==> config.mk <==
export PLATFORM = sky130hd
export DESIGN_NAME = rx_vctr_collect_flat
export DESIGN_NICKNAME = d
export VERILOG_FILES = /design/src/rtl/rx_vctr_pkg.sv /design/src/rtl/rx_vctr_collect_if.sv /design/src/rtl/rx_vctr_timer.sv /design/src/rtl/rx_vctr_collect.sv /design/src/flat_wrapper.sv
export SDC_FILE = /design/constraint.sdc
export NUM_CORES = 1
export LEC_CHECK = 0
export ABC_AREA = 1
export BUFFER_PORTS_ARGS = -buffer_cell sky130_fd_sc_hd__buf_4
export CAP_MARGIN = 20
export CORE_ASPECT_RATIO = 1.1
export CORE_MARGIN = 2
export CORE_UTILIZATION = 51
export CTS_CLUSTER_DIAMETER = 50
export DETAILED_ROUTE_END_ITERATION = 10
export HOLD_SLACK_MARGIN = 0.12
export PLACE_DENSITY = 0.75
export SYNTH_ARGS = -nofsm -noshare
export SYNTH_HDL_FRONTEND = slang
export SYNTH_SLANG_ARGS = --single-unit
==> constraint.sdc <==
create_clock -name clock -period 3.3 [get_ports clock]
set_input_delay 0.165 -clock clock [delete_from_list [all_inputs] [get_ports clock]]
set_output_delay 0.165 -clock clock [all_outputs]
set_load 0.01 [all_outputs]
==> src/rtl/rx_vctr_pkg.sv <==
// Shared types and constants for the receive-vector collector.
// Header bytes precede the direction-flag rise and are dropped by the collector.
package rx_vctr_pkg;

  typedef enum logic [1:0] {
    StIdle,
    StColOut,
    StColIn
  } state_e;

  localparam logic [7:0]  HDR_OUT     = 8'hA5;
  localparam logic [7:0]  HDR_IN      = 8'h00;
  localparam int unsigned NBYTES_DEF  = 4;
  localparam int unsigned TIMEOUT_DEF = 32768;

endpackage

==> src/rtl/rx_vctr_collect_if.sv <==
// Byte-in / vector-out bundle between the UART receiver, the collector and the channel consumer.
// master drives the receiver-side inputs and the consumer ack; slave is the collector.
interface rx_vctr_collect_if #(
  parameter int unsigned NBYTES = 4
);
  logic [7:0]          rx_data;
  logic                rx_valid;
  logic                vctr_out;
  logic                vctr_in;
  logic                rx_ch_comp;
  logic [NBYTES*8-1:0] vctr_out_data;
  logic [NBYTES*8-1:0] vctr_in_data;
  logic                rx_vctr_comp_out;
  logic                rx_vctr_comp_in;
  logic                vctr_valid;
  logic                err_timeout;
  logic                err_abort;
  logic                err_overrun;

  modport master (
    output rx_data, rx_valid, vctr_out, vctr_in, rx_ch_comp,
    input  vctr_out_data, vctr_in_data, rx_vctr_comp_out, rx_vctr_comp_in,
    input  vctr_valid, err_timeout, err_abort, err_overrun
  );

  modport slave (
    input  rx_data, rx_valid, vctr_out, vctr_in, rx_ch_comp,
    output vctr_out_data, vctr_in_data, rx_vctr_comp_out, rx_vctr_comp_in,
    output vctr_valid, err_timeout, err_abort, err_overrun
  );
endinterface

==> src/rtl/rx_vctr_timer.sv <==
// Inactivity counter: counts while enabled, clears on request, flags the TIMEOUT-th idle clock.
module rx_vctr_timer #(
  parameter int unsigned TIMEOUT = 32768,
  parameter int unsigned TO_W    = 16
) (
  input  logic clock,
  input  logic rst,
  input  logic clr,
  input  logic en,
  output logic expire
);

  logic [TO_W-1:0] cnt_q;

  // A clear on the expiry cycle (byte arrival) suppresses expiry.
  assign expire = en && !clr && (cnt_q == TO_W'(TIMEOUT - 1));

  always_ff @(posedge clock or posedge rst) begin
    if (rst) begin
      cnt_q <= '0;
    end else if (clr) begin
      cnt_q <= '0;
    end else if (en) begin
      cnt_q <= cnt_q + 1'b1;
    end
  end

endmodule

==> src/rtl/rx_vctr_collect.sv <==
// Packs received payload bytes into OUT/IN vectors, tracks completion flags until the
// channel consumer acknowledges, and reports timeout, abort and overrun errors.
module rx_vctr_collect
  import rx_vctr_pkg::*;
#(
  parameter int unsigned NBYTES  = NBYTES_DEF,
  parameter int unsigned TIMEOUT = TIMEOUT_DEF,
  parameter int unsigned TO_W    = 16
) (
  input logic               clock,
  input logic               rst,
  rx_vctr_collect_if.slave  bus
);

  localparam int unsigned VW   = NBYTES * 8;
  localparam int unsigned IdxW = (NBYTES > 1) ? $clog2(NBYTES) : 1;

  state_e          state_q, state_d;
  logic [IdxW-1:0] idx_q, idx_d;
  logic [VW-1:0]   shift_q, shift_d;
  logic [VW-1:0]   out_data_q, out_data_d;
  logic [VW-1:0]   in_data_q, in_data_d;
  logic            comp_out_q, comp_out_d;
  logic            comp_in_q, comp_in_d;
  logic            fired_q, fired_d;
  logic            vctr_valid_q, vctr_valid_d;
  logic            err_timeout_q, err_timeout_d;
  logic            err_abort_q, err_abort_d;
  logic            err_overrun_q, err_overrun_d;
  logic            set_out, set_in, dir_flag;
  logic            timer_clr, timer_en, timer_expire;

  assign timer_clr = (state_q == StIdle) || bus.rx_valid;
  assign timer_en  = (state_q != StIdle);

  rx_vctr_timer #(
    .TIMEOUT (TIMEOUT),
    .TO_W    (TO_W)
  ) u_timer (
    .clock  (clock),
    .rst    (rst),
    .clr    (timer_clr),
    .en     (timer_en),
    .expire (timer_expire)
  );

  always_comb begin
    state_d       = state_q;
    idx_d         = idx_q;
    shift_d       = shift_q;
    out_data_d    = out_data_q;
    in_data_d     = in_data_q;
    err_timeout_d = 1'b0;
    err_abort_d   = 1'b0;
    set_out       = 1'b0;
    set_in        = 1'b0;
    dir_flag      = 1'b0;

    unique case (state_q)
      StIdle: begin
        idx_d   = '0;
        shift_d = '0;
        if (bus.vctr_out) begin
          state_d = StColOut;
        end else if (bus.vctr_in) begin
          state_d = StColIn;
        end
      end
      StColOut, StColIn: begin
        dir_flag = (state_q == StColOut) ? bus.vctr_out : bus.vctr_in;
        if (!dir_flag) begin
          err_abort_d = 1'b1;
          state_d     = StIdle;
        end else if (bus.rx_valid) begin
          shift_d[8*idx_q +: 8] = bus.rx_data;
          if (idx_q == IdxW'(NBYTES - 1)) begin
            state_d = StIdle;
            if (state_q == StColOut) begin
              out_data_d = shift_d;
              set_out    = 1'b1;
            end else begin
              in_data_d = shift_d;
              set_in    = 1'b1;
            end
          end else begin
            idx_d = idx_q + 1'b1;
          end
        end else if (timer_expire) begin
          err_timeout_d = 1'b1;
          state_d       = StIdle;
        end
      end
      default: state_d = StIdle;
    endcase

    // A completion wins over the ack for its own vector only.
    comp_out_d    = set_out | (comp_out_q & ~bus.rx_ch_comp);
    comp_in_d     = set_in | (comp_in_q & ~bus.rx_ch_comp);
    err_overrun_d = (set_out & comp_out_q) | (set_in & comp_in_q);
    vctr_valid_d  = comp_out_d & comp_in_d & ~fired_q;
    // fired blocks a repeat pulse until both flags have been released.
    if (comp_out_d && comp_in_d) begin
      fired_d = 1'b1;
    end else if (!comp_out_d && !comp_in_d) begin
      fired_d = 1'b0;
    end else begin
      fired_d = fired_q;
    end
  end

  always_ff @(posedge clock or posedge rst) begin
    if (rst) begin
      state_q       <= StIdle;
      idx_q         <= '0;
      shift_q       <= '0;
      out_data_q    <= '0;
      in_data_q     <= '0;
      comp_out_q    <= 1'b0;
      comp_in_q     <= 1'b0;
      fired_q       <= 1'b0;
      vctr_valid_q  <= 1'b0;
      err_timeout_q <= 1'b0;
      err_abort_q   <= 1'b0;
      err_overrun_q <= 1'b0;
    end else begin
      state_q       <= state_d;
      idx_q         <= idx_d;
      shift_q       <= shift_d;
      out_data_q    <= out_data_d;
      in_data_q     <= in_data_d;
      comp_out_q    <= comp_out_d;
      comp_in_q     <= comp_in_d;
      fired_q       <= fired_d;
      vctr_valid_q  <= vctr_valid_d;
      err_timeout_q <= err_timeout_d;
      err_abort_q   <= err_abort_d;
      err_overrun_q <= err_overrun_d;
    end
  end

  assign bus.vctr_out_data    = out_data_q;
  assign bus.vctr_in_data     = in_data_q;
  assign bus.rx_vctr_comp_out = comp_out_q;
  assign bus.rx_vctr_comp_in  = comp_in_q;
  assign bus.vctr_valid       = vctr_valid_q;
  assign bus.err_timeout      = err_timeout_q;
  assign bus.err_abort        = err_abort_q;
  assign bus.err_overrun      = err_overrun_q;

endmodule

==> src/flat_wrapper.sv <==
// flat-port wrapper written by rule: the top's interface ports become plain ports
module rx_vctr_collect_flat import rx_vctr_pkg::*;
#(
  parameter int unsigned NBYTES  = NBYTES_DEF,
  parameter int unsigned TIMEOUT = TIMEOUT_DEF,
  parameter int unsigned TO_W    = 16
)
  (clock, rst, bus_rx_data, bus_rx_valid, bus_vctr_out, bus_vctr_in, bus_rx_ch_comp, bus_vctr_out_data, bus_vctr_in_data, bus_rx_vctr_comp_out, bus_rx_vctr_comp_in, bus_vctr_valid, bus_err_timeout, bus_err_abort, bus_err_overrun);
  rx_vctr_collect_if #(.NBYTES(NBYTES)) bus_i ();
  input logic clock;
  input logic rst;
  input wire logic [$bits(bus_i.rx_data)-1:0] bus_rx_data;
  input wire logic [$bits(bus_i.rx_valid)-1:0] bus_rx_valid;
  input wire logic [$bits(bus_i.vctr_out)-1:0] bus_vctr_out;
  input wire logic [$bits(bus_i.vctr_in)-1:0] bus_vctr_in;
  input wire logic [$bits(bus_i.rx_ch_comp)-1:0] bus_rx_ch_comp;
  output wire logic [$bits(bus_i.vctr_out_data)-1:0] bus_vctr_out_data;
  output wire logic [$bits(bus_i.vctr_in_data)-1:0] bus_vctr_in_data;
  output wire logic [$bits(bus_i.rx_vctr_comp_out)-1:0] bus_rx_vctr_comp_out;
  output wire logic [$bits(bus_i.rx_vctr_comp_in)-1:0] bus_rx_vctr_comp_in;
  output wire logic [$bits(bus_i.vctr_valid)-1:0] bus_vctr_valid;
  output wire logic [$bits(bus_i.err_timeout)-1:0] bus_err_timeout;
  output wire logic [$bits(bus_i.err_abort)-1:0] bus_err_abort;
  output wire logic [$bits(bus_i.err_overrun)-1:0] bus_err_overrun;
  assign bus_i.rx_data = bus_rx_data;
  assign bus_i.rx_valid = bus_rx_valid;
  assign bus_i.vctr_out = bus_vctr_out;
  assign bus_i.vctr_in = bus_vctr_in;
  assign bus_i.rx_ch_comp = bus_rx_ch_comp;
  assign bus_vctr_out_data = bus_i.vctr_out_data;
  assign bus_vctr_in_data = bus_i.vctr_in_data;
  assign bus_rx_vctr_comp_out = bus_i.rx_vctr_comp_out;
  assign bus_rx_vctr_comp_in = bus_i.rx_vctr_comp_in;
  assign bus_vctr_valid = bus_i.vctr_valid;
  assign bus_err_timeout = bus_i.err_timeout;
  assign bus_err_abort = bus_i.err_abort;
  assign bus_err_overrun = bus_i.err_overrun;
  rx_vctr_collect #(.NBYTES(NBYTES), .TIMEOUT(TIMEOUT), .TO_W(TO_W)) u_core (.clock(clock), .rst(rst), .bus(bus_i));
endmodule
# Yosys cells after proc, flatten, opt, wreduce, memory -nomap -nowiden
# Cells that the tools add are included.
[classes] muxes=36 n_shift=2 add_sub_neg=3 n_eq_ne=10 bitwise_logic=12 reduce_logical=19
[op_table] op="$mux 32" n=2
[op_table] op="$pmux 32 s2" n=1
[op_table] op="$neg 5->34" n=1
[op_table] op="$shift 8x34->32 const A" n=1
[op_table] op="$shiftx 8x34->32" n=1
[op_table] op="$bwmux 32" n=1
[op_table] op="$mux 16" n=2
[op_table] op="$mux 1" n=19
[op_table] op="$mux 2" n=9
[op_table] op="$add 16x1->16 const B" n=1
[op_table] op="$eq 16x15->1 const B" n=1
[op_table] op="$reduce_and 5->1" n=2
[op_table] op="$pmux 2 s2" n=2
[op_table] op="$reduce_bool 2->1" n=4
[op_table] op="$and 1x1->1" n=6
[op_table] op="$reduce_and 3->1" n=2
[op_table] op="$eq 2x2->1 const B" n=2
[op_table] op="$logic_and 1x1->1" n=4
[op_table] op="$ne 2x2->1 const B" n=2
[op_table] op="$ne 4x3->1 const B" n=1
[op_table] op="$ne 4x4->1 const B" n=1
[op_table] op="$reduce_and 4->1" n=1
[op_table] op="$logic_not 1->1" n=3
[op_table] op="$ne 3x3->1 const B" n=1
[op_table] op="8 further kinds" n=12
[totals] in_bits=14 word_cells=95 register_bits=123 output_inout_bits=70

# Longest topological paths before layout
# Gate-level depths: netlist of run 1.
[depth] ltp_word=11 ltp_mapped=14 mapped_depth_nobuf=12

# Hierarchy
# A second synthesis of run 1 with hierarchy kept.
[unflattened] cells_unflattened=722 hier_area_um2=5823.1
[modules_own_cells] mod="rx_vctr_collect" cells_per_inst=596 seq_area_each_um2=2677.6 n_inst=1 area_per_inst_um2=4926.0
[modules_own_cells] mod="rx_vctr_timer" cells_per_inst=126 seq_area_each_um2=400.4 n_inst=1 area_per_inst_um2=897.1

# Least setup slack after synthesis of run 1
# Ideal clock, no wire load.
[synth_path] kind="reg-to-reg" from="register u_core.state_q[0]" to="register u_core.fired_q" path_slack_ns=1.324 path_buffers=2 t_arrival_ns=1.850 stages_incl_launch_ff=14 synth_period_minus_slack_ns=1.976 setup_ns=0.126 cell_sequence="dfrtp_1 inv_1 ha_1 nand2_1 inv_1 nand2_1 buf_6 nor2_8 inv_4 buf_4 o21ai_0 ha_1 nand2_1 o21ai_0"
[synth_via] elab_chain_cells=10 word_cells_on_any_way=22
[synth_lines] item="start: declaration" line_no="rx_vctr_collect.sv:18" rtl="state_e state_q, state_d;"
[synth_lines] item="start signal: assignment" line_no="rx_vctr_collect.sv:113" rtl="state_q <= StIdle;"
[synth_lines] item="start signal: assignment" line_no="rx_vctr_collect.sv:126" rtl="state_q <= state_d;"
[synth_lines] item="$eq 2x1->1" line_no="rx_vctr_collect.sv:59, rx_vctr_collect.sv:70, rx_vctr_collect.sv:78"
[synth_lines] item="$mux 1" line_no="rx_vctr_collect.sv:78" rtl="if (state_q == StColOut) begin"
[synth_lines] item="$mux 1" line_no="rx_vctr_collect.sv:76" rtl="if (idx_q == IdxW'(NBYTES - 1)) begin"
[synth_lines] item="$mux 1" line_no="rx_vctr_collect.sv:74" rtl="end else if (bus.rx_valid) begin"
[synth_lines] item="$mux 1" line_no="rx_vctr_collect.sv:71" rtl="if (!dir_flag) begin"
[synth_lines] item="$mux 1 *" line_no="rx_vctr_collect.sv:59" rtl="unique case (state_q)"
[synth_lines] item="$or 1x1->1 *" line_no="rx_vctr_collect.sv:97" rtl="comp_out_d = set_out | (comp_out_q & ~bus.rx_ch_comp);"
[synth_lines] item="named net u_core.comp_out_d" line_no="rx_vctr_collect.sv:23" rtl="logic comp_out_q, comp_out_d;"
[synth_lines] item="$logic_not 1->1" line_no="rx_vctr_collect.sv:104" rtl="end else if (!comp_out_d && !comp_in_d) begin"
[synth_lines] item="$logic_and 1x1->1" line_no="rx_vctr_collect.sv:104"
[synth_lines] item="$reduce_bool 2->1 (no line)"
[synth_lines] item="end signal: assignment" line_no="rx_vctr_collect.sv:133" rtl="fired_q <= fired_d;"
[synth_lines] item="end: declaration" line_no="rx_vctr_collect.sv:25" rtl="logic fired_q, fired_d;"
# Mark *: on every way through the listed nets, which the timed path passes. The rest lies on a longest branch.
# A chain may end at the register's enable or synchronous reset.

# Worst setup path after layout of run 1
# Ends and elaborated chain as after synthesis.

==> results.md, run 1 <==
* Outcome: complete, no violations
* Antenna violations before repair at 0
* Startpoint type of the worst setup path: register
* Share of layout cells above drive strength 1 at 0.185
* Remaining routing DRC violations at 0
* Slowest stage cell on the critical path: sky130_fd_sc_hd__dfrtp_1
* Clock tree from TritonCTS: yes
* Clock power frac at 0.443
* Area growth from synthesis to final layout at 26.7%
* Measured slew at the worst slew-check pin at 0.744 ns
* Relative slew margins at 0.503
* Most frequent standard cell in the layout excluding fill and tap cells: sky130_fd_sc_hd__nand2_1
* Via count of the routed design at 4527
* Synthesized netlist net count at 638
* Final cycle utilization of the critical path at 0.723
* Setup repair after global routing missed its margin: no
* Maximum number of pins on one net before global-route repair at 55
* Cell taking the most area after synthesis: sky130_fd_sc_hd__dfrtp_1
* Cell count of the worst hold path at 5
* Initial DRT Pass Iterations at 5
* Required time of the worst setup path at 3.59 ns
* Via count of the first global-routing pass at around 4500
* Delay contributed by the slowest stage of the critical path at 0.38 ns
* Max frequency at ~420 MHz
* Post-synth cell types at 30
* Sink Count at 123
* Total power divided by cell area at 666 nW/um^2
* Number of endpoints with negative hold slack in the final report at 0
* Post-layout net count at 729
* VDD IR max at 406 uV
* Post-Synthesis Mean Instance Area at 8.73 um^2
* Core region area at 10300 um^2
* Class of the worst hold path: input port to register
* Cts-stage hold buffer count at 4
* Clock Path Buffers at 2
* Syn Inst Count at slightly above 600
* Critical path class: register to register
* # Post-CTS Setup Buffers at 0
* Die outline height at 111 um
* Maximum fanout along the worst path at 43
* Source-to-sink clock delay at the later pin of the worst-skew pair at 0.42 ns
* Total congestion overflow after global routing at 0
* Cell mode on critical path: sky130_fd_sc_hd__nand2_1
* Part of the total power dissipated in combinational logic at 0.192
* Register-to-register path setup slack at 0.91 ns
* Instance area after placement at 6090 um^2
* Global-route wire length before repair at 21300 um
* Clk slew on worst S/H paths at 0.05 ns
* Synth Cell Area at approximately 5400 um^2
* Number of instances resized during post-cts repair at 0
* Count of pins over their slew limit at 0
* Biggest area contributors in the synthesized netlist: sky130_fd_sc_hd__dfrtp_1 (57%), sky130_fd_sc_hd__nand2_1 (14%), sky130_fd_sc_hd__o21ai_0 (5.4%)
* I/O pin total at 84
* Number of antenna repair diodes at 0
* Net switching share of the total power at 0.298
* Synth warnings at 0
* Post-detailed-route wirelength per cell at 15.1 um
* Total Negative Setup Slacks at 0 ns
* Leakage power at about 3.4 nW
* Remaining number of nets flagged by the antenna check after routing at 0
* Signal arrival time at the worst endpoint at 2.67 ns
* Estimated wirelength of the detail-placed design at 8760 um
* Fraction of synthesized cell area taken by the top area cell type at 0.574
* Site Rows at 39
* Final period demand of the worst path at roughly 2.4 ns
* Number of storage elements in the synthesis netlist at 123
* Count of final setup violators at 0
* Total internal power at approximately 3.2 mW
* Layout filler cell count at ~840
* Part of the total power dissipated in sequential elements at 0.365
* Final core utilization at 0.659
* Switching power total at approximately 1.3 mW
* DRC marker count from the first detailed-route iteration at just under 300
* Ratio of routed vias to standard cells at 5.26
* H-tree level count at 4
* Worst Setup End Kind: register
* Cell Chain, Critical Path: inv_1, ha_1, nand2_1, inv_1, nand2_1, nor2_8, inv_4, o21ai_0, ha_1, nand2_1, o21ai_0
* Finished Cell Area at between 6000 and 7000 um^2
* Fin Clk Skew at 0.00645 ns
* Number of buffers added on ports at 83
* Number of cells on the worst reg-to-reg path at 11
* Clock buffers created by TritonCTS at 17
* Commonest cells after routing, fill and taps aside: sky130_fd_sc_hd__nand2_1 (202), sky130_fd_sc_hd__dfrtp_1 (123), sky130_fd_sc_hd__buf_4 (89)
* Root buf cell: sky130_fd_sc_hd__clkbuf_16
* Sequential share of the synthesized area at 0.574
* Initial Utilization at 0.520
* Die width at 102 um
* Overall die area at around 11000 um^2
* Number of max-cap violations at 0
* All-Layer GR Usage at 0.241
* Total Wirelength at 13000 um
* Global placer's final weighted congestion at 0.847
==> power by group through the flow <==
stage	Sequential (mW)	Clock, mW	Combinational (mW)
final	1.65	2.00	0.866
after global routing	1.66	2.07	0.964
after detailed placement	1.67	0	0.833
after CTS	1.65	2.02	0.853
after global placement	1.67	0	0.795
after floorplan	1.66	0	0.639
==> layout make-up <==
type / count / area [um^2] / share of cell area
Clock buffer: 25 / 505 / 0.0744
Inverter: 65 / 250 / 0.0369
Sequential cell: 123 / 3080 / 0.453
Multi-Input combinational cell: 403 / 1900 / 0.279
Tap cell: 143 / 179 / 0.0263
Clock inverter: 6 / 133 / 0.0195
Timing Repair Buffer: 95 / 748 / 0.110
==> synth_stat cells <==
master,number
sky130_fd_sc_hd__ha_1,10
sky130_fd_sc_hd__nand2_1,202
sky130_fd_sc_hd__nor2_8,1
sky130_fd_sc_hd__nor2_1,34
sky130_fd_sc_hd__clkinv_1,1
sky130_fd_sc_hd__inv_2,2
sky130_fd_sc_hd__or2_2,1
sky130_fd_sc_hd__o21ai_0,58
sky130_fd_sc_hd__o21ai_1,9
sky130_fd_sc_hd__o22ai_2,1
sky130_fd_sc_hd__nand4_1,2
sky130_fd_sc_hd__xor2_1,1
sky130_fd_sc_hd__nand3_1,25
sky130_fd_sc_hd__nand3b_1,2
sky130_fd_sc_hd__dfrtp_1,123
sky130_fd_sc_hd__clkbuf_1,9
sky130_fd_sc_hd__and2_1,1
sky130_fd_sc_hd__buf_6,4
sky130_fd_sc_hd__a21oi_1,17
sky130_fd_sc_hd__nand2_2,1
sky130_fd_sc_hd__inv_4,1
sky130_fd_sc_hd__o22a_1,1
sky130_fd_sc_hd__nor3_1,4
sky130_fd_sc_hd__a31oi_1,1
sky130_fd_sc_hd__buf_4,3
sky130_fd_sc_hd__o22ai_1,24
sky130_fd_sc_hd__o21ai_2,6
sky130_fd_sc_hd__o21a_1,2
sky130_fd_sc_hd__inv_1,61
sky130_fd_sc_hd__buf_2,7
==> cell families (layout without fill, tap and decap cells) <==
group | after synthesis | count (layout) | synth area share
AND/OR/NAND/NOR | 273 | 273 | 0.205
flip-flops | 123 | 123 | 0.574
AO/OA/AOI/OAI | 119 | 119 | 0.124
buffers and inverters | 88 | 191 | 0.0715
adder cells (fa/ha/maj) | 10 | 10 | 0.0234
XOR/XNOR | 1 | 1 | 0.00164
==> stage by stage <==
step	power, mW	hold slack, ns	std cells	worst slack [ns]
2_1_floorplan	2.30	0.301	614	1.32
3_3_place_gp	2.46	0.401	824	1.07
3_5_place_dp	2.51	0.426	824	0.949
4_1_cts	4.52	0.154	859	0.913
5_1_grt	4.70	0.202	860	0.707
6_report	4.52	0.161	860	0.914
==> routing by layer <==
metal | track usage | vias to the layer above | share of wire
li1 | - | 2154 | -
met1 | 0.322 | 2199 | 0.43
met2 | 0.386 | 150 | 0.50
met3 | 0.0590 | 24 | 0.053
met4 | 0.0802 | 0 | 0.014
met5 | 0 | - | 0
==> registers in the layout, summed over array words and instances, names as in the netlist, 2 cells and up <==
signal                    count
u_core.state_q                2
u_core.u_timer.cnt_q         16
u_core.shift_q               32
u_core.idx_q                  2
u_core.bus.vctr_out_data     32
u_core.bus.vctr_in_data      32
==> critical path: cells and delay by family (launching register included) <==
family / cells / cell delay, ns
adder cells (fa/ha/maj): 2 / 0.68
AND/OR/NAND/NOR: 4 / 0.41
buffers and inverters: 3 / 0.47
AO/OA/AOI/OAI: 2 / 0.31
flip-flops: 1 / 0.38
==> final timing paths <==
| kind | to | from |
|---|---|---|
| min in group asynchronous | u_core.bus.err_abort | rst |
| hold / removal | u_core.state_q[1] | bus_rx_valid |
| max in group asynchronous | u_core.bus.vctr_out_data[22] | rst |
| setup / recovery | u_core.fired_q | u_core.state_q[0] |
| setup reg to reg | u_core.fired_q | u_core.state_q[0] |
| hold reg to reg | u_core.bus.vctr_valid | u_core.fired_q |
(Power assumes the default switching activity.)
==> inputs of run 2 (changes only) <==
Settings changed: CORE_UTILIZATION 51 to 52, PLACE_DENSITY 0.75 to 0.73.
Clock period 3.3 ns to 2.4 ns, I/O delays scaled along.
==> run 2 against run 1 <==
Effect of this change: non-clock buffer count grew 13; maximum frequency grew 8.2%; global-route usage grew 0.51 points; sequential share of layout area shrank 0.50 points; final cell count shrank 1.0%; die area shrank 1.8%; wire length is essentially flat; utilization grew 3.1 points; count of clock-buffer cells in the layout shrank 6; combinational power grew 49%; sequential power grew 36%; design area grew 1.1%; critical path type unchanged; largest power group unchanged.
==> results.md, run 2 (same netlist as run 1, synthesis figures left out) <==
* Class of the worst hold path: input port to asynchronous set/reset pin
* Count of final setup violators at 0 (unchanged)
* I/O pin total at 84 (unchanged)
* Via count of the first global-routing pass at 4435 (-1.2%)
* Maximum fanout along the worst path at 13 (-70%)
* Total area of sequential cells at 3080 um^2 (unchanged)
* Overall die area at 11100 um^2 (-1.8%)
* Final core utilization at 0.691 (+0.0314)
* Initial DRT Pass Iterations at 5 (unchanged)
* Max frequency at 454 MHz (+8.2%)
* Required time of the worst setup path at 2.86 ns (-0.73 ns)
* Most frequent standard cell in the layout excluding fill and tap cells: sky130_fd_sc_hd__nand2_1
* Number of cells on the worst reg-to-reg path at 9 (-2)
* Startpoint type of the worst setup path: register
* Measured slew at the worst slew-check pin at 0.738 ns (-0.00577 ns)
* Final cycle utilization of the critical path at 0.919 (+0.196)
* Post-layout net count at 742 (+1.8%)
* Cell Chain, Critical Path: buf_4, ha_1, clkinv_1, nand3_1, nand2_1, inv_1, nand3_1, dlygate4sd3_1, nand2_1
* Area growth from synthesis to final layout at 28.1%
* Post-detailed-route wirelength per cell at 15.2 um (+1.1%)
* Die outline height at 110 um (-0.93%)
* Number of max-cap violations at 0 (unchanged)
* Final period demand of the worst path at 2.20 ns (-0.181 ns)
* Reg-to-Reg Start: u_core.idx_q[0]
* Maximum number of pins on one net before global-route repair at 55 (unchanged)
* Clock buffers created by TritonCTS at 17 (unchanged)
* VDD IR max at 642 uV (+58%)
* # Post-CTS Setup Buffers at 0 (unchanged)
* Clock Path Buffers at 2 (unchanged)
* Register-to-register path setup slack at 0.20 ns (-0.72 ns)
* Estimated wirelength of the detail-placed design at 8820 um (+0.71%)
* Global placer's final weighted congestion at 0.876 (+3.5%)
* Source-to-sink clock delay at the later pin of the worst-skew pair at 0.52 ns (+0.10 ns)
* Root buf cell: sky130_fd_sc_hd__clkbuf_8
* Die width at 101 um (-0.93%)
* Critical path class: register to register
* Number of endpoints with negative hold slack in the final report at 0 (unchanged)
* DRC marker count from the first detailed-route iteration at 295 (-0.34%)
* Delay contributed by the slowest stage of the critical path at 0.57 ns (+0.19 ns)
* Slowest stage cell on the critical path: sky130_fd_sc_hd__dlygate4sd3_1
* Site Rows at 38 (-2.6%)
* Critical R2R Capture: u_core.state_q[1]
* Number of buffers added on ports at 83 (unchanged)
* Post-Place Worst Slack at 0.339 ns (-0.610 ns)
* Remaining routing DRC violations at 0 (unchanged)
* Share of layout cells above drive strength 1 at 0.192 (+0.00602)
* Count of pins over their slew limit at 0 (unchanged)
* Total Wirelength at 13000 um (about the same)
* Leakage power at 3.46 nW (+1.1%)
* All-Layer GR Usage at 0.246 (+0.00515)
* Layout filler cell count at 773 (-7.4%)
* Clock tree from TritonCTS: yes
* Worst Setup End Kind: register
* Signal arrival time at the worst endpoint at 2.66 ns (about the same)
* Relative slew margins at 0.507 (+0.00401)
* Number of antenna repair diodes at 0 (unchanged)
* Total power divided by cell area at 893 nW/um^2 (+34%)
* Ratio of routed vias to standard cells at 5.38 (+2.2%)
* Antenna violations before repair at 0 (unchanged)
* Total congestion overflow after global routing at 0 (unchanged)
* Cts-stage hold buffer count at 14 (+10)
* Commonest cells after routing, fill and taps aside: sky130_fd_sc_hd__nand2_1 (202), sky130_fd_sc_hd__dfrtp_1 (123), sky130_fd_sc_hd__buf_4 (91)
* Placed cell count at 805 (-2.3%)
* Cell Count, Final, Fillers Out at 851 (-1.0%)
* Clk slew on worst S/H paths at 0.06 ns (about the same)
* Global-route wire length before repair at 21700 um (+1.6%)
* Overall Power at 6.13 mW (+36%)
* Initial Utilization at 0.539 (+0.0188)
* Via count of the routed design at 4576 (+1.1%)
* Sink Count at 123 (unchanged)
* Setup repair after global routing missed its margin: no
* Outcome: complete, no violations
* H-tree level count at 4 (unchanged)
* Footprint of the multi-input gates at 1900 um^2 (unchanged)
* Total Negative Setup Slacks at 0 ns (unchanged)
* Number of instances resized during post-cts repair at 0 (unchanged)
* Core region area at 9940 um^2 (-3.5%)
* Fin Clk Skew at 0.00575 ns (-0.000697 ns)
* Least setup slack across all paths after layout at 0.195 ns (-0.719 ns)
* Remaining number of nets flagged by the antenna check after routing at 0 (unchanged)
==> run 2: per-layer routing <==
layer,global-route usage,wire (um)
met2,0.379,6340
met5,0,0
met1,0.343,5520
met3,0.0487,860
met4,0.0950,245
==> run 2: worst max path at each step <==
stage	from	to	slack, ns
global placement	u_core.state_q[0]	u_core.fired_q	0.39
detailed placement	u_core.state_q[0]	u_core.fired_q	0.34
CTS	u_core.idx_q[0]	u_core.state_q[1]	0.24
global route	u_core.u_timer.cnt_q[0]	u_core.state_q[1]	0.005
floorplan	u_core.state_q[0]	u_core.fired_q	0.42
finish	u_core.idx_q[0]	u_core.state_q[1]	0.20
==> run 2: cell type report <==
| type | instances | area share |
|---|---|---|
| Clock buffer | 19 | 0.0643 |
| Clock inverter | 13 | 0.0241 |
| Inverter | 65 | 0.0364 |
| Multi-Input combinational cell | 403 | 0.276 |
| Sequential cell | 123 | 0.448 |
| Tap cell | 120 | 0.0219 |
| Timing Repair Buffer | 108 | 0.129 |
==> run 2: worst max-delay path: cells and delay by family, from the launching register on <==
kind / cells / cell delay, ns
simple gates: 4 / 0.50
buf+inv: 4 / 1.10
flops: 1 / 0.34
fa+ha+maj: 1 / 0.21
==> run 2: metrics by stage <==
stage | instance area (um^2) | hold slack (ns)
after floorplan | 5360 | 0.256
after global placement | 6120 | 0.274
after detailed placement | 6120 | 0.279
after CTS | 6870 | 0.294
after global routing | 6870 | 0.339
final | 6870 | 0.284
==> run 2: report_power, final <==
group          switching, mW  internal, mW  total [mW]
clock network          0.959          1.64        2.60
logic                  0.936         0.356        1.29
registers             0.0531          2.19        2.24
==> inputs of run 3 (changes only) <==
Settings changed: ABC_AREA 1 to 0.
==> run 3 against run 2 <==
Effect of this change: critical path depth shrank 2; final cell count is 14% lower; synthesized cell count decreased by 18%; area after synthesis decreased by 2.3%; non-clock buffer count grew 1; wire length shrank 7.9%; global-route usage shrank 1.6 points; design area is 1.3% lower; clock skew is essentially flat; maximum frequency is 3.2% lower; sequential share of layout area increased by 0.58 points; critical path type unchanged.
==> results.md, run 3 <==
* Compound-Gate Fraction of Synth Area at 0.174 (+0.0495)
* Die width at 99.7 um (-1.1%)
* Number of instances resized during post-cts repair at 0 (unchanged)
* Post-detailed-route wirelength per cell at 16.3 um (+7.2%)
* Site Rows at 38 (unchanged)
* Sink Count at 123 (unchanged)
* All-Layer GR Usage at 0.230 (-0.0158)
* # Post-CTS Setup Buffers at 0 (unchanged)
* Parity-gate share of the synthesized area counting xor and xnor cells at 0.0167 (+0.0151)
* Overall Power at 6.32 mW (+3.1%)
* I/O pin total at 84 (unchanged)
* Total area of sequential cells at 3080 um^2 (unchanged)
* Adder-cell share of the synthesized area at 0.0239 (+0.000547)
* Max frequency at 439 MHz (-3.2%)
* Ratio of routed vias to standard cells at 5.47 (+1.8%)
* Count of final setup violators at 0 (unchanged)
* Number of buffers added on ports at 83 (unchanged)
* Number of endpoints with negative hold slack in the final report at 0 (unchanged)
* Via count of the routed design at 4002 (-13%)
* Clock tree from TritonCTS: yes
* Clock buffers created by TritonCTS at 17 (unchanged)
* Post-Synth Simple-Gate Area at 0.162 (-0.0430)
* Commonest cells after routing, fill and taps aside: sky130_fd_sc_hd__dfrtp_1 (123), sky130_fd_sc_hd__buf_4 (92), sky130_fd_sc_hd__nand2_1 (75)
* Clk slew on worst S/H paths at 0.06 ns (about the same)
* Synthesized netlist net count at 525 (-18%)
* Initial Utilization at 0.532 (-0.00725)
* Worst Setup End Kind: register
* Post-layout net count at 622 (-16%)
* Total congestion overflow after global routing at 0 (unchanged)
* Initial DRT Pass Iterations at 5 (unchanged)
* Slowest stage cell on the critical path: sky130_fd_sc_hd__or4_2
* Post-synth cell types at 42 (+40%)
* Remaining number of nets flagged by the antenna check after routing at 0 (unchanged)
* Estimated wirelength of the detail-placed design at 7570 um (-14%)
* Number of antenna repair diodes at 0 (unchanged)
* Final period demand of the worst path at 2.28 ns (+0.0725 ns)
* Layout filler cell count at 757 (-2.1%)
* Cell taking the most area after synthesis: sky130_fd_sc_hd__dfrtp_1
* Global-route wire length before repair at 19500 um (-10%)
* Cts-stage hold buffer count at 15 (+1)
* Setup repair after global routing missed its margin: no
* Global placer's final weighted congestion at 0.838 (-4.4%)
* Instance area after placement at 5990 um^2 (-2.0%)
* Biggest area contributors in the synthesized netlist: sky130_fd_sc_hd__dfrtp_1 (59%), sky130_fd_sc_hd__o21ai_0 (6.4%), sky130_fd_sc_hd__a22o_1 (5.5%)
* Die outline height at 109 um (-1.1%)
* Leakage power at 3.22 nW (-6.9%)
* Maximum fanout along the worst path at 3 (-10)
* Share of flip-flops with an asynchronous set or reset after synthesis at 1.00 (unchanged)
* Core region area at 9840 um^2 (-0.96%)
* CP Buf/Inv Count at 2 (-2)
* Remaining routing DRC violations at 0 (unchanged)
* Signal arrival time at the worst endpoint at 2.68 ns (+0.02 ns)
* Most common cell in the synthesized netlist: sky130_fd_sc_hd__dfrtp_1
* Outcome: complete, no violations
* Number of flops mapped to enable cells by yosys at 0 (unchanged)
* Post-Synthesis Mean Instance Area at 10.4 um^2 (+20%)
* Most frequent standard cell in the layout excluding fill and tap cells: sky130_fd_sc_hd__dfrtp_1
* Delay contributed by the slowest stage of the critical path at 0.63 ns (+0.06 ns)
* Area growth from synthesis to final layout at 29.5%
* Total power divided by cell area at 933 nW/um^2 (+4.4%)
* Most numerous cell types in the synthesized netlist: sky130_fd_sc_hd__dfrtp_1 (123), sky130_fd_sc_hd__nand2_1 (75), sky130_fd_sc_hd__o21ai_0 (67), sky130_fd_sc_hd__a21oi_1 (35), sky130_fd_sc_hd__nor2b_1 (34)
* Cell Chain, Critical Path: inv_1, ha_1, inv_1, or4_2, o21ai_0, ha_1, mux2_2
* Maximum number of pins on one net before global-route repair at 124 (+130%)
* Count of pins over their slew limit at 0 (unchanged)
* H-tree level count at 4 (unchanged)
* Finished Cell Area at 6780 um^2 (-1.3%)
* VDD IR max at 474 uV (-26%)
* Fin Clk Skew at 0.00619 ns (+0.000436 ns)
* Class of the worst hold path: input port to asynchronous set/reset pin
* Total Negative Setup Slacks at 0 ns (unchanged)
* Total Wirelength at 11900 um (-7.9%)
* Via count of the first global-routing pass at 3918 (-12%)
* Relative slew margins at 0.562 (+0.0550)
* Source-to-sink clock delay at the later pin of the worst-skew pair at 0.52 ns (about the same)
* Sequential share of the synthesized area at 0.588 (+0.0135)
* Syn Inst Count at 501 (-18%)
* DRC marker count from the first detailed-route iteration at 171 (-42%)
* Synth warnings at 0 (unchanged)
* Worst hold slack at 0.333 ns (+0.0491 ns)
* Mux share of post-synthesis cell area at 0.00430 (+0.00430)
* Share of layout cells above drive strength 1 at 0.227 (+0.0360)
* Critical path class: register to register
* Overall die area at 10900 um^2 (-2.2%)
* Cell family with the largest share of critical-path delay: simple AND/OR/NAND/NOR gates
* Root buf cell: sky130_fd_sc_hd__clkbuf_8
* Startpoint type of the worst setup path: register
* Clock Path Buffers at 2 (unchanged)
* Measured slew at the worst slew-check pin at 0.657 ns (-0.0809 ns)
* Number of storage elements in the synthesis netlist at 123 (unchanged)
* Fraction of synthesized cell area taken by the top area cell type at 0.588 (+0.0135)
* Footprint of the multi-input gates at 1990 um^2 (+5.1%)
* Required time of the worst setup path at 2.80 ns (-0.06 ns)
* Ys flop type: sky130_fd_sc_hd__dfrtp_1
* Number of max-cap violations at 0 (unchanged)
* Antenna violations before repair at 0 (unchanged)
* Synth Cell Area at 5240 um^2 (-2.3%)
* Final cycle utilization of the critical path at 0.949 (+0.0302)
* Main combinational cell family by area after synthesis: compound AO/OA/AOI/OAI gates
run 3: kinds of logic after synthesis:
kind of cell / count (synthesis)
simple gates: 166
compound gates: 149
flops: 123
buf+inv: 41
xor+xnor: 10
fa+ha+maj: 10
mux: 2
run 3: area by class of cell:
class                      count  area share
timing repair buffer         109       0.130
inverter                      10     0.00609
clock buffer                  25      0.0700
multi-input combinational    337       0.294
clock inverter                 7      0.0236
tap                          120      0.0222
sequential                   123       0.454
run 3: worst register-to-register path, cell delays in order, from the launching register on:
cell and delay, ns:
sky130_fd_sc_hd__dfrtp_1 0.37, sky130_fd_sc_hd__inv_1 0.08, sky130_fd_sc_hd__ha_1 0.30, sky130_fd_sc_hd__inv_1 0.07, sky130_fd_sc_hd__or4_2 0.63, sky130_fd_sc_hd__o21ai_0 0.15, sky130_fd_sc_hd__ha_1 0.29, sky130_fd_sc_hd__mux2_2 0.27
run 3: per-layer routing:
metal / part of all wire / GRT usage / wire (um) / up-vias
li1: - / - / - / 1932
met1: 0.46 / 0.312 / 5500 / 1966
met2: 0.49 / 0.367 / 5840 / 89
met3: 0.035 / 0.0526 / 424 / 15
met4: 0.015 / 0.0841 / 183 / 0
met5: 0 / 0 / 0 / -
run 3: metrics by stage:
step           setup WS [ns]  utilization  std cells
2_1_floorplan         0.0779            -        501
3_3_place_gp           0.254        0.609        684
3_5_place_dp           0.159        0.609        684
4_1_cts                0.171        0.689        731
5_1_grt               0.0361        0.689        731
6_report               0.123        0.689        731
run 3: power breakdown:
group          internal, mW  total (mW)  switching (mW)
combinational         0.439        1.31           0.870
sequential             2.19        2.28          0.0892
clock                  1.87        2.73           0.861
total                  4.50        6.32            1.82
run 3: final timing paths:
kind | start | to | slack (ns) | cells past startpoint
setup / recovery | u_core.state_q[1] | u_core.fired_q | 0.12 | 7
max in group asynchronous | rst | u_core.bus.vctr_in_data[26] | 1.56 | 4
hold / removal | rst | u_core.bus.vctr_out_data[24] | 0.33 | 4
min in group clock | bus_vctr_out | u_core.state_q[0] | 0.45 | 4
setup reg to reg | u_core.state_q[1] | u_core.fired_q | 0.12 | 7
hold reg to reg | u_core.fired_q | u_core.bus.vctr_valid | 0.47 | 1
